--- src/rtl/axaddr_expander.sv ---
// axaddr_expander: buffers AXI AW/AR address requests in a small FIFO and
// expands each burst into one word-aligned beat address per data transfer,
// with first/last/error flags, on a valid/ready beat interface.
//
// state | meaning
// IDLE  | no burst loaded, bt_valid low, waiting for a FIFO entry
// BUSY  | burst loaded, current beat presented on bt_*
module axaddr_expander #(
  parameter int AXI_DW     = 128,
  parameter int AXI_AW     = 32,
  parameter int AXI_IW     = 8,
  parameter int AXI_LW     = 8,
  parameter int AXI_SW     = 3,
  parameter int AXI_BURSTW = 2,
  parameter int AMI_AD     = 4
) (
  input  logic                  clk,
  input  logic                  reset,
  input  logic [AXI_IW-1:0]     axid,
  input  logic [AXI_AW-1:0]     axaddr,
  input  logic [AXI_LW-1:0]     axlen,
  input  logic [AXI_SW-1:0]     axsize,
  input  logic [AXI_BURSTW-1:0] axburst,
  input  logic                  axvalid,
  output logic                  axready,
  output logic [AXI_IW-1:0]     bt_id,
  output logic [AXI_AW-1:0]     bt_addr,
  output logic                  bt_first,
  output logic                  bt_last,
  output logic                  bt_err,
  output logic                  bt_valid,
  input  logic                  bt_ready
);
  localparam int AXI_BYTES = AXI_DW / 8;
  localparam int L         = $clog2(AXI_BYTES);
  localparam int PW        = $clog2(AMI_AD);

  localparam logic [AXI_BURSTW-1:0] BURST_FIXED = AXI_BURSTW'(0);
  localparam logic [AXI_BURSTW-1:0] BURST_INCR  = AXI_BURSTW'(1);
  localparam logic [AXI_BURSTW-1:0] BURST_WRAP  = AXI_BURSTW'(2);
  localparam logic [AXI_BURSTW-1:0] BURST_RSVD  = AXI_BURSTW'(3);

  typedef enum logic {IDLE = 1'b0, BUSY = 1'b1} state_t;
  state_t state, state_nxt;

  // Request FIFO; only the word-aligned part of the address is stored
  logic [AXI_IW-1:0]     fifo_id    [AMI_AD];
  logic [AXI_AW-1:L]     fifo_addr  [AMI_AD];
  logic [AXI_LW-1:0]     fifo_len   [AMI_AD];
  logic [AXI_SW-1:0]     fifo_size  [AMI_AD];
  logic [AXI_BURSTW-1:0] fifo_burst [AMI_AD];
  logic [PW:0]           wr_ptr, rd_ptr;
  logic                  fifo_full, fifo_empty, push, pop;

  logic                  unused_addr_lsb;
  assign unused_addr_lsb = ^axaddr[L-1:0];

  assign fifo_empty = (wr_ptr == rd_ptr);
  assign fifo_full  = (wr_ptr[PW] != rd_ptr[PW]) && (wr_ptr[PW-1:0] == rd_ptr[PW-1:0]);
  assign axready    = !fifo_full;
  assign push       = axvalid && !fifo_full;

  // FIFO storage, written on push only
  always_ff @(posedge clk) begin
    if (push) begin
      fifo_id[wr_ptr[PW-1:0]]    <= axid;
      fifo_addr[wr_ptr[PW-1:0]]  <= axaddr[AXI_AW-1:L];
      fifo_len[wr_ptr[PW-1:0]]   <= axlen;
      fifo_size[wr_ptr[PW-1:0]]  <= axsize;
      fifo_burst[wr_ptr[PW-1:0]] <= axburst;
    end
  end

  // FIFO pointers; push and pop are independent so a simultaneous pair keeps the count
  always_ff @(posedge clk or posedge reset) begin
    if (reset) begin
      wr_ptr <= '0;
      rd_ptr <= '0;
    end else begin
      if (push) wr_ptr <= wr_ptr + 1'b1;
      if (pop)  rd_ptr <= rd_ptr + 1'b1;
    end
  end

  logic [AXI_IW-1:0]     head_id;
  logic [AXI_AW-1:L]     head_addr;
  logic [AXI_LW-1:0]     head_len;
  logic [AXI_SW-1:0]     head_size;
  logic [AXI_BURSTW-1:0] head_burst;
  logic                  head_wrap_ok, head_err;

  assign head_id    = fifo_id[rd_ptr[PW-1:0]];
  assign head_addr  = fifo_addr[rd_ptr[PW-1:0]];
  assign head_len   = fifo_len[rd_ptr[PW-1:0]];
  assign head_size  = fifo_size[rd_ptr[PW-1:0]];
  assign head_burst = fifo_burst[rd_ptr[PW-1:0]];

  assign head_wrap_ok = (head_len == AXI_LW'(1)) || (head_len == AXI_LW'(3)) ||
                        (head_len == AXI_LW'(7)) || (head_len == AXI_LW'(15));
  assign head_err     = (head_size != AXI_SW'(L)) || (head_burst == BURST_RSVD) ||
                        ((head_burst == BURST_WRAP) && !head_wrap_ok);

  // Current burst context; an erroring burst is walked as FIXED
  logic [AXI_LW-1:0]     cnt, cnt_inc, cur_len;
  logic [AXI_BURSTW-1:0] cur_mode;
  logic                  last_beat, load, advance;
  logic [AXI_AW-1:0]     addr_inc, wrap_mask, addr_nxt;

  assign cnt_inc   = cnt + 1'b1;
  assign last_beat = (cnt == cur_len);
  assign addr_inc  = bt_addr + AXI_AW'(AXI_BYTES);
  assign wrap_mask = (AXI_AW'(cur_len) << L) | AXI_AW'(AXI_BYTES - 1);

  // Next beat address according to the burst mode
  always_comb begin
    addr_nxt = bt_addr;
    case (cur_mode)
      BURST_INCR: addr_nxt = addr_inc;
      BURST_WRAP: addr_nxt = (bt_addr & ~wrap_mask) | (addr_inc & wrap_mask);
      default:    addr_nxt = bt_addr;
    endcase
  end

  // State register
  always_ff @(posedge clk or posedge reset) begin
    if (reset) state <= IDLE;
    else       state <= state_nxt;
  end

  // Next-state logic
  always_comb begin
    state_nxt = state;
    case (state)
      IDLE:    if (!fifo_empty) state_nxt = BUSY;
      BUSY:    if (bt_ready && last_beat && fifo_empty) state_nxt = IDLE;
      default: state_nxt = IDLE;
    endcase
  end

  // Control strobes: load pops the FIFO head, advance steps within a burst
  always_comb begin
    load    = 1'b0;
    advance = 1'b0;
    case (state)
      IDLE: load = !fifo_empty;
      BUSY: begin
        if (bt_ready) begin
          if (last_beat) load = !fifo_empty;
          else           advance = 1'b1;
        end
      end
      default: ;
    endcase
  end

  assign pop      = load;
  assign bt_valid = (state == BUSY);

  // Beat registers: loaded from the FIFO head or stepped on an accepted beat
  always_ff @(posedge clk or posedge reset) begin
    if (reset) begin
      bt_id    <= '0;
      bt_addr  <= '0;
      bt_first <= 1'b0;
      bt_last  <= 1'b0;
      bt_err   <= 1'b0;
      cnt      <= '0;
      cur_len  <= '0;
      cur_mode <= BURST_FIXED;
    end else if (load) begin
      bt_id    <= head_id;
      bt_addr  <= {head_addr, {L{1'b0}}};
      bt_first <= 1'b1;
      bt_last  <= (head_len == '0);
      bt_err   <= head_err;
      cnt      <= '0;
      cur_len  <= head_len;
      cur_mode <= head_err ? BURST_FIXED : head_burst;
    end else if (advance) begin
      bt_addr  <= addr_nxt;
      bt_first <= 1'b0;
      bt_last  <= (cnt_inc == cur_len);
      cnt      <= cnt_inc;
    end
  end

endmodule

--- config.mk ---
export PLATFORM = sky130hd
export DESIGN_NAME = axaddr_expander
export DESIGN_NICKNAME = d
export VERILOG_FILES = /design/src/rtl/axaddr_expander.sv
export SDC_FILE = /design/constraint.sdc
export NUM_CORES = 1
export LEC_CHECK = 0
export BUFFER_PORTS_ARGS = -buffer_cell sky130_fd_sc_hd__buf_2
export CAP_MARGIN = 20
export CORE_ASPECT_RATIO = 0.7
export CORE_MARGIN = 2
export CORE_UTILIZATION = 50
export DETAILED_ROUTE_END_ITERATION = 8
export PLACE_DENSITY = 0.78
export REMOVE_ABC_BUFFERS = 1
export SYNTH_ARGS = -nofsm -noshare
export SYNTH_HDL_FRONTEND = slang
export SYNTH_SLANG_ARGS = --single-unit
--- constraint.sdc ---
create_clock -name clk -period 4.1 [get_ports clk]
set_clock_uncertainty 0.1 [all_clocks]
set_input_delay 0.82 -clock clk [delete_from_list [all_inputs] [get_ports clk]]
set_output_delay 0.82 -clock clk [all_outputs]
set_load 0.005 [all_outputs]
==> results of run 1 <==
-- stage by stage --
step,hold slack [ps],instance area (um2),power (mW),utilization [%],TNS (ps)
6_report,255.4,12550,9.140,58.36,0
4_1_cts,263.7,12550,9.202,58.34,0
5_1_grt,288.7,12550,9.629,58.34,0
3_5_place_dp,379.0,11680,6.831,54.32,0
3_3_place_gp,373.3,11680,6.700,54.32,0
2_1_floorplan,360.7,10690,5.801,-,-28350
-- worst reg2reg max path, cell delays in order (launching register included) --
cell	delay [ps]
dfrtp_1	440
xor2_1	200
or4_1	840
o31a_1	650
nor2_2	170
buf_4	380
mux2_1	390
-- placed cells by master (no fill, tap or decap), types with 3 or more instances in the layout --
| cell | count |
|---|---|
| xnor2_1 | 29 |
| or3_1 | 5 |
| o31ai_1 | 5 |
| buf_12 | 4 |
| mux2_1 | 26 |
| a211oi_1 | 7 |
| xor2_1 | 10 |
| ha_1 | 7 |
| a31oi_1 | 10 |
| mux4_2 | 46 |
| dfrtp_1 | 62 |
| nand2_1 | 16 |
| clkinv_2 | 5 |
| nand4_1 | 10 |
| nor4_1 | 6 |
| o21ai_0 | 11 |
| clkbuf_1 | 3 |
| buf_2 | 93 |
| a21o_1 | 3 |
| edfxtp_1 | 196 |
| o2111ai_1 | 6 |
| o21ai_1 | 6 |
| clkbuf_16 | 27 |
| nor3_1 | 11 |
| a2111oi_0 | 3 |
| and3_2 | 4 |
| a21oi_1 | 10 |
| inv_1 | 7 |
| o211ai_1 | 7 |
| nand3_1 | 20 |
| conb_1 | 4 |
| and2_1 | 3 |
| or2_2 | 3 |
| buf_4 | 11 |
| or4_1 | 10 |
| clkbuf_8 | 6 |
| nor2_1 | 15 |
| and3_1 | 7 |
-- worst min-delay path by stage --
stage	to	slack, ps
2_1_floorplan	wr_ptr[2]	360
5_1_grt	bt_id[7]	290
3_3_place_gp	bt_first	370
4_1_cts	bt_id[2]	260
3_5_place_dp	wr_ptr[2]	380
6_report	bt_err	260
-- registers in the layout, indices dropped and copies added, names as in the netlist, 2 cells and up --
name        cells
fifo_burst      8
cur_mode        2
bt_addr        28
rd_ptr          3
fifo_len       32
fifo_id        32
cur_len         8
fifo_size      12
cnt             8
wr_ptr          3
bt_id           8
fifo_addr     112
-- layer usage --
metal | track usage [%] | up-vias
met5 | 0 | -
met4 | 5.076 | 4
met3 | 5.188 | 49
met2 | 32.24 | 246
met1 | 28.91 | 3203
li1 | - | 2785
-- report_power, final --
| part | total, mW | internal (mW) | switching, mW |
|---|---|---|---|
| Combinational | 2.59 | 1.19 | 1.40 |
| Sequential | 4.19 | 3.60 | 0.596 |
| Clock | 2.36 | 1.38 | 0.982 |
| Total | 9.14 | 6.17 | 2.98 |
-- kinds of logic (layout without fill, tap and decap cells) --
family / after synthesis / in the layout / synth area share [%]
XOR/XNOR: 39 / 39 / 3.140
flip-flops: 260 / 260 / 68.83
AO/OA/AOI/OAI: 89 / 89 / 6.039
multiplexers: 74 / 74 / 12.41
AND/OR/NAND/NOR: 127 / 127 / 6.649
other: 1 / 6 / 0.03447
adder cells (fa/ha/maj): 7 / 7 / 0.8051
buffers and inverters: 44 / 164 / 2.093
-- cell type report --
cell class | instances | area share [%]
Inverter | 8 | 0.2392
Multi-Input combinational cell | 340 | 25.33
Clock inverter | 12 | 0.7576
Clock buffer | 36 | 6.130
Antenna cell | 2 | 0.03987
Tap cell | 282 | 2.811
Sequential cell | 260 | 59.69
Timing Repair Buffer | 108 | 5.004
==> flow_summary.toml, run 1 <==
[critical_path]
worstPathRequired_ps = 4410
worst_path_max_delay_cell = "or4_1"
critPathTopFamily = "simple AND/OR/NAND/NOR gates"
r2r.worst_path.cells = 6
path_max_fanout = 29
crit_type = "reg -> reg"
arrival_ps = 3590
cp.depth = 6
cp-end-kind = "flip-flop"
crit_start = "cnt[0]"
cp-endpoint = "cur_len[7]"
slowest_delay_ps = 840
crit_chain = "xor2_1, or4_1, o31a_1, nor2_2, buf_4, mux2_1"
worstReg2RegEnd = "cur_len[7]"
path_buf_inv = 1
r2r_start = "cnt[0]"
worst-r2r-setup-slack_ps = 820
start_kind = "flip-flop"

[clock_network]
cts_tree = "built"
clock_latency_ps = 530
post-cts-setup-buffers = 0
cts-root-buf = "clkbuf_16"
max-clock-path-buffers = 3
postCtsHoldBufs = 0
h-tree-depth = 1
post_cts_resized = 0
cts.clk_slew.worst_paths_ps = 70
cts.sinks = 260
cts_made_buffers = 26

[routing]
wl_mm = 23.03
dr.pass1.iters = 5
top_layer = "met5"
met3_wirelength_mm = 1.798
drc = 0
wl_met1_mm = 10.17
vias = 6287
final_antenna_net_count = 0
via_per_inst = 5.999
drt_iter0_drc = 574
post_drt_wl_per_cell_um = 21.97
dr_wl_met2_mm = 10.50

[synth]
syn_inst = 641
ys_top_cells_by_count = "196 x edfxtp_1, 64 x dfrtp_1, 46 x mux4_2"
ys_seq_area_share_pct = 68.83
synthFlopType = "edfxtp_1"
synth_largest_area_cell = "edfxtp_1"
synth_seq_cells = 260
ys_top_cells_by_area = "edfxtp_1 54%, dfrtp_1 15%, mux4_2 9.5%"
synth.most_common_cell = "edfxtp_1"
yosysWarningCount = 0
synth_top_area_share_pct = 54.11
avgSynthCellArea_um2 = 16.97
async_reset_ff_share_pct = 24.62
synth_edf_count = 196
synth_area_um2 = 10880
synth.distinct_cells = 66

[final_layout]
syn2layout_area_growth_pct = 15.39
seq_area_um2 = 7492
nNetsFinal = 808
drive_gt1_share_pct = 28.27
fin_cells = 1048
n_fill_cell = 1594
multiInputGateArea_um2 = 3179

[grt]
antenna_found_initial = 4
grt_first_pass_wirelength_mm = 36.54
track_usage_pct = 20.43
grt_pass1_vias = 6553
grt_max_degree = 43
grt_overflow_total = 0

[sta]
timing.final.crit_share_pct = 79.93
period_minus_slack_ps = 3277
setup_viol = 0
rsz0062_at_grt = "false"
maxSlewHeadroom_pct = 41.08
hold_viol = 0
drv_slew = 0
fmax_mhz = 305.1
tightest_slew_ps = 883.8
final.setup.worst_slack_ps = 822.8

[worst_hold_path]
hold_class = "in -> async"

[place]
dp.cells = 998
gp_congestion = 0.8917
post-place-ws_ps = 853.4
dpl.hpwl_mm = 15.25
portBuffers = 93

[die]
fp.dieW_um = 180.3
start_util_pct = 50.58
rows = 45
die_h_um = 127.4
die-area_um2 = 22970
core-area_um2 = 21510
ios = 102

[outcome]
status = "complete, no violations"

[power]
max-vdd-ir-drop_v = 0.0004207
power_density_nw_per_um2 = 728.2
power_leakage_nw = 4.454

[job]
cap_violations = 0
Power figures use the tool's default switching activity.
==> inputs of run 2 (changes only) <==
==> constraint.sdc (replaced) <==
create_clock -name clk -period 3.06 [get_ports clk]
set_clock_uncertainty 0.1 [all_clocks]
set_input_delay 0.612 -clock clk [delete_from_list [all_inputs] [get_ports clk]]
set_output_delay 0.612 -clock clk [all_outputs]
set_load 0.005 [all_outputs]
==> run 2 against run 1 <==
Effect of this change:
- flip-flop and latch count unchanged
- global-route usage grew 0.67 points
- via count up 2.1%
==> flow_summary.toml, run 2 (synthesis results as in run 1) <==
[routing]
drc = 0
drt_iter0_drc = 603
vias = 6421
via_per_inst = 6.040
wl_mm = 23.84
dr.pass1.iters = 5
final_antenna_net_count = 0
post_drt_wl_per_cell_um = 22.42

[final_layout]
stdcell_area_um2 = 12670
nNetsFinal = 824
final_common_cell = "edfxtp_1"
drive_gt1_share_pct = 29.65
largest_reg_flops = 112
syn2layout_area_growth_pct = 16.47
final_cell_mix = "196 x edfxtp_1, 93 x buf_2, 62 x dfrtp_1, 46 x mux4_2, 29 x xnor2_1"

[critical_path]
worstPathRequired_ps = 3400
arrival_ps = 3190
r2r.worst_path.cells = 6
start_kind = "flip-flop"
path_max_fanout = 8
worst-r2r-setup-slack_ps = 210
cp-end-kind = "flip-flop"
crit_type = "reg -> reg"

[sta]
tightest_slew_ps = 754.3
fmax_mhz = 351.1
hold_viol = 0
setup_tns_ps = 0
setup_viol = 0
drv_slew = 0
timing.final.crit_share_pct = 93.07
period_minus_slack_ps = 2848
maxSlewHeadroom_pct = 49.49
final.setup.worst_slack_ps = 212.0
rsz0062_at_grt = "false"

[grt]
grt_overflow_total = 0
grt_max_degree = 32
antenna_found_initial = 4
track_usage_pct = 21.10
grt_pass1_vias = 6532
grt_first_pass_wirelength_mm = 37.69

[die]
die-area_um2 = 22970
core-area_um2 = 21510
die_h_um = 127.4
ios = 102
rows = 45
fp.dieW_um = 180.3
start_util_pct = 50.58

[clock_network]
post_cts_resized = 0
h-tree-depth = 1
cts-root-buf = "clkbuf_16"
cts.clk_slew.worst_paths_ps = 60
cts_tree = "built"
post-cts-setup-buffers = 0
clock_latency_ps = 530
max-clock-path-buffers = 3
cts_made_buffers = 25
postCtsHoldBufs = 0
cts.sinks = 260

[power]
power_density_nw_per_um2 = 974.7
power_leakage_nw = 4.518
finalPower_mw = 12.35
max-vdd-ir-drop_v = 0.0005232

[place]
gp_congestion = 0.9397
dpl.hpwl_mm = 16.08
post-place-ws_ps = 351.8
portBuffers = 93
dpl_cell_area_um2 = 11840

[worst_hold_path]
hold_class = "in -> async"

[job]
cap_violations = 0

[outcome]
status = "complete, no violations"
-- run 2: cell count changes in the layout (fill, tap and decap cells not counted), sizes merged --
| cell | before | now |
|---|---|---|
| buf | 108 | 125 |
| bufinv | 1 | 3 |
| clkbuf | 36 | 30 |
| clkinvlp | 2 | 4 |
-- run 2: path summary, 6_finish.rpt --
| kind | endpoint | from |
|---|---|---|
| max in group asynchronous | bt_first | reset |
| min in group clk | fifo_len[1][3] | axlen[3] |
| hold / removal | bt_id[2] | reset |
| hold reg to reg | wr_ptr[2] | wr_ptr[2] |
| setup reg to reg | bt_addr[20] | bt_addr[5] |
| setup / recovery | bt_addr[20] | bt_addr[5] |
-- run 2: per-stage QoR --
step | utilization, % | std cells | hold WS (ps)
floorplan | - | 608 | 360.7
finish | 58.91 | 1063 | 109.4
global route | 58.88 | 1061 | 163.8
global placement | 55.03 | 1015 | 376.1
detailed placement | 55.03 | 1015 | 382.1
CTS | 58.88 | 1061 | 134.4
-- run 2: layout make-up --
type	count	area, um2
diodes	2	5.005
inverters	8	30.03
clock inverters	16	175.2
well taps	282	352.8
fillers	1610	8838
repair buffers	125	780.7
flip-flops and latches	260	7492
multi-input cells	340	3179
clock buffers	30	654.4
-- run 2: report_power, final --
part | total [mW] | switching (mW) | leakage [nW] | internal [mW]
Sequential | 5.56 | 0.745 | 2.58 | 4.82
Combinational | 3.69 | 2.00 | 1.54 | 1.69
Clock | 3.10 | 1.31 | 0.397 | 1.79
-- run 2: layer usage --
layer  vias to the layer above  part of all wire [%]  global-route usage (%)
met1                      3279                    44                   30.99
met2                       282                    46                   32.69
met5                         -                  0.11                       0
met3                        39                   7.9                   4.818
li1                       2817                     -                       -
met4                         4                   1.8                   4.649
-- run 2: worst max-delay path, stage by stage, from the launching register on --
cell and delay (ps):
dfrtp_1 510, ha_1 270, nand3_1 240, nor4_1 560, o211ai_1 450, or3_1 440, a31oi_1 190
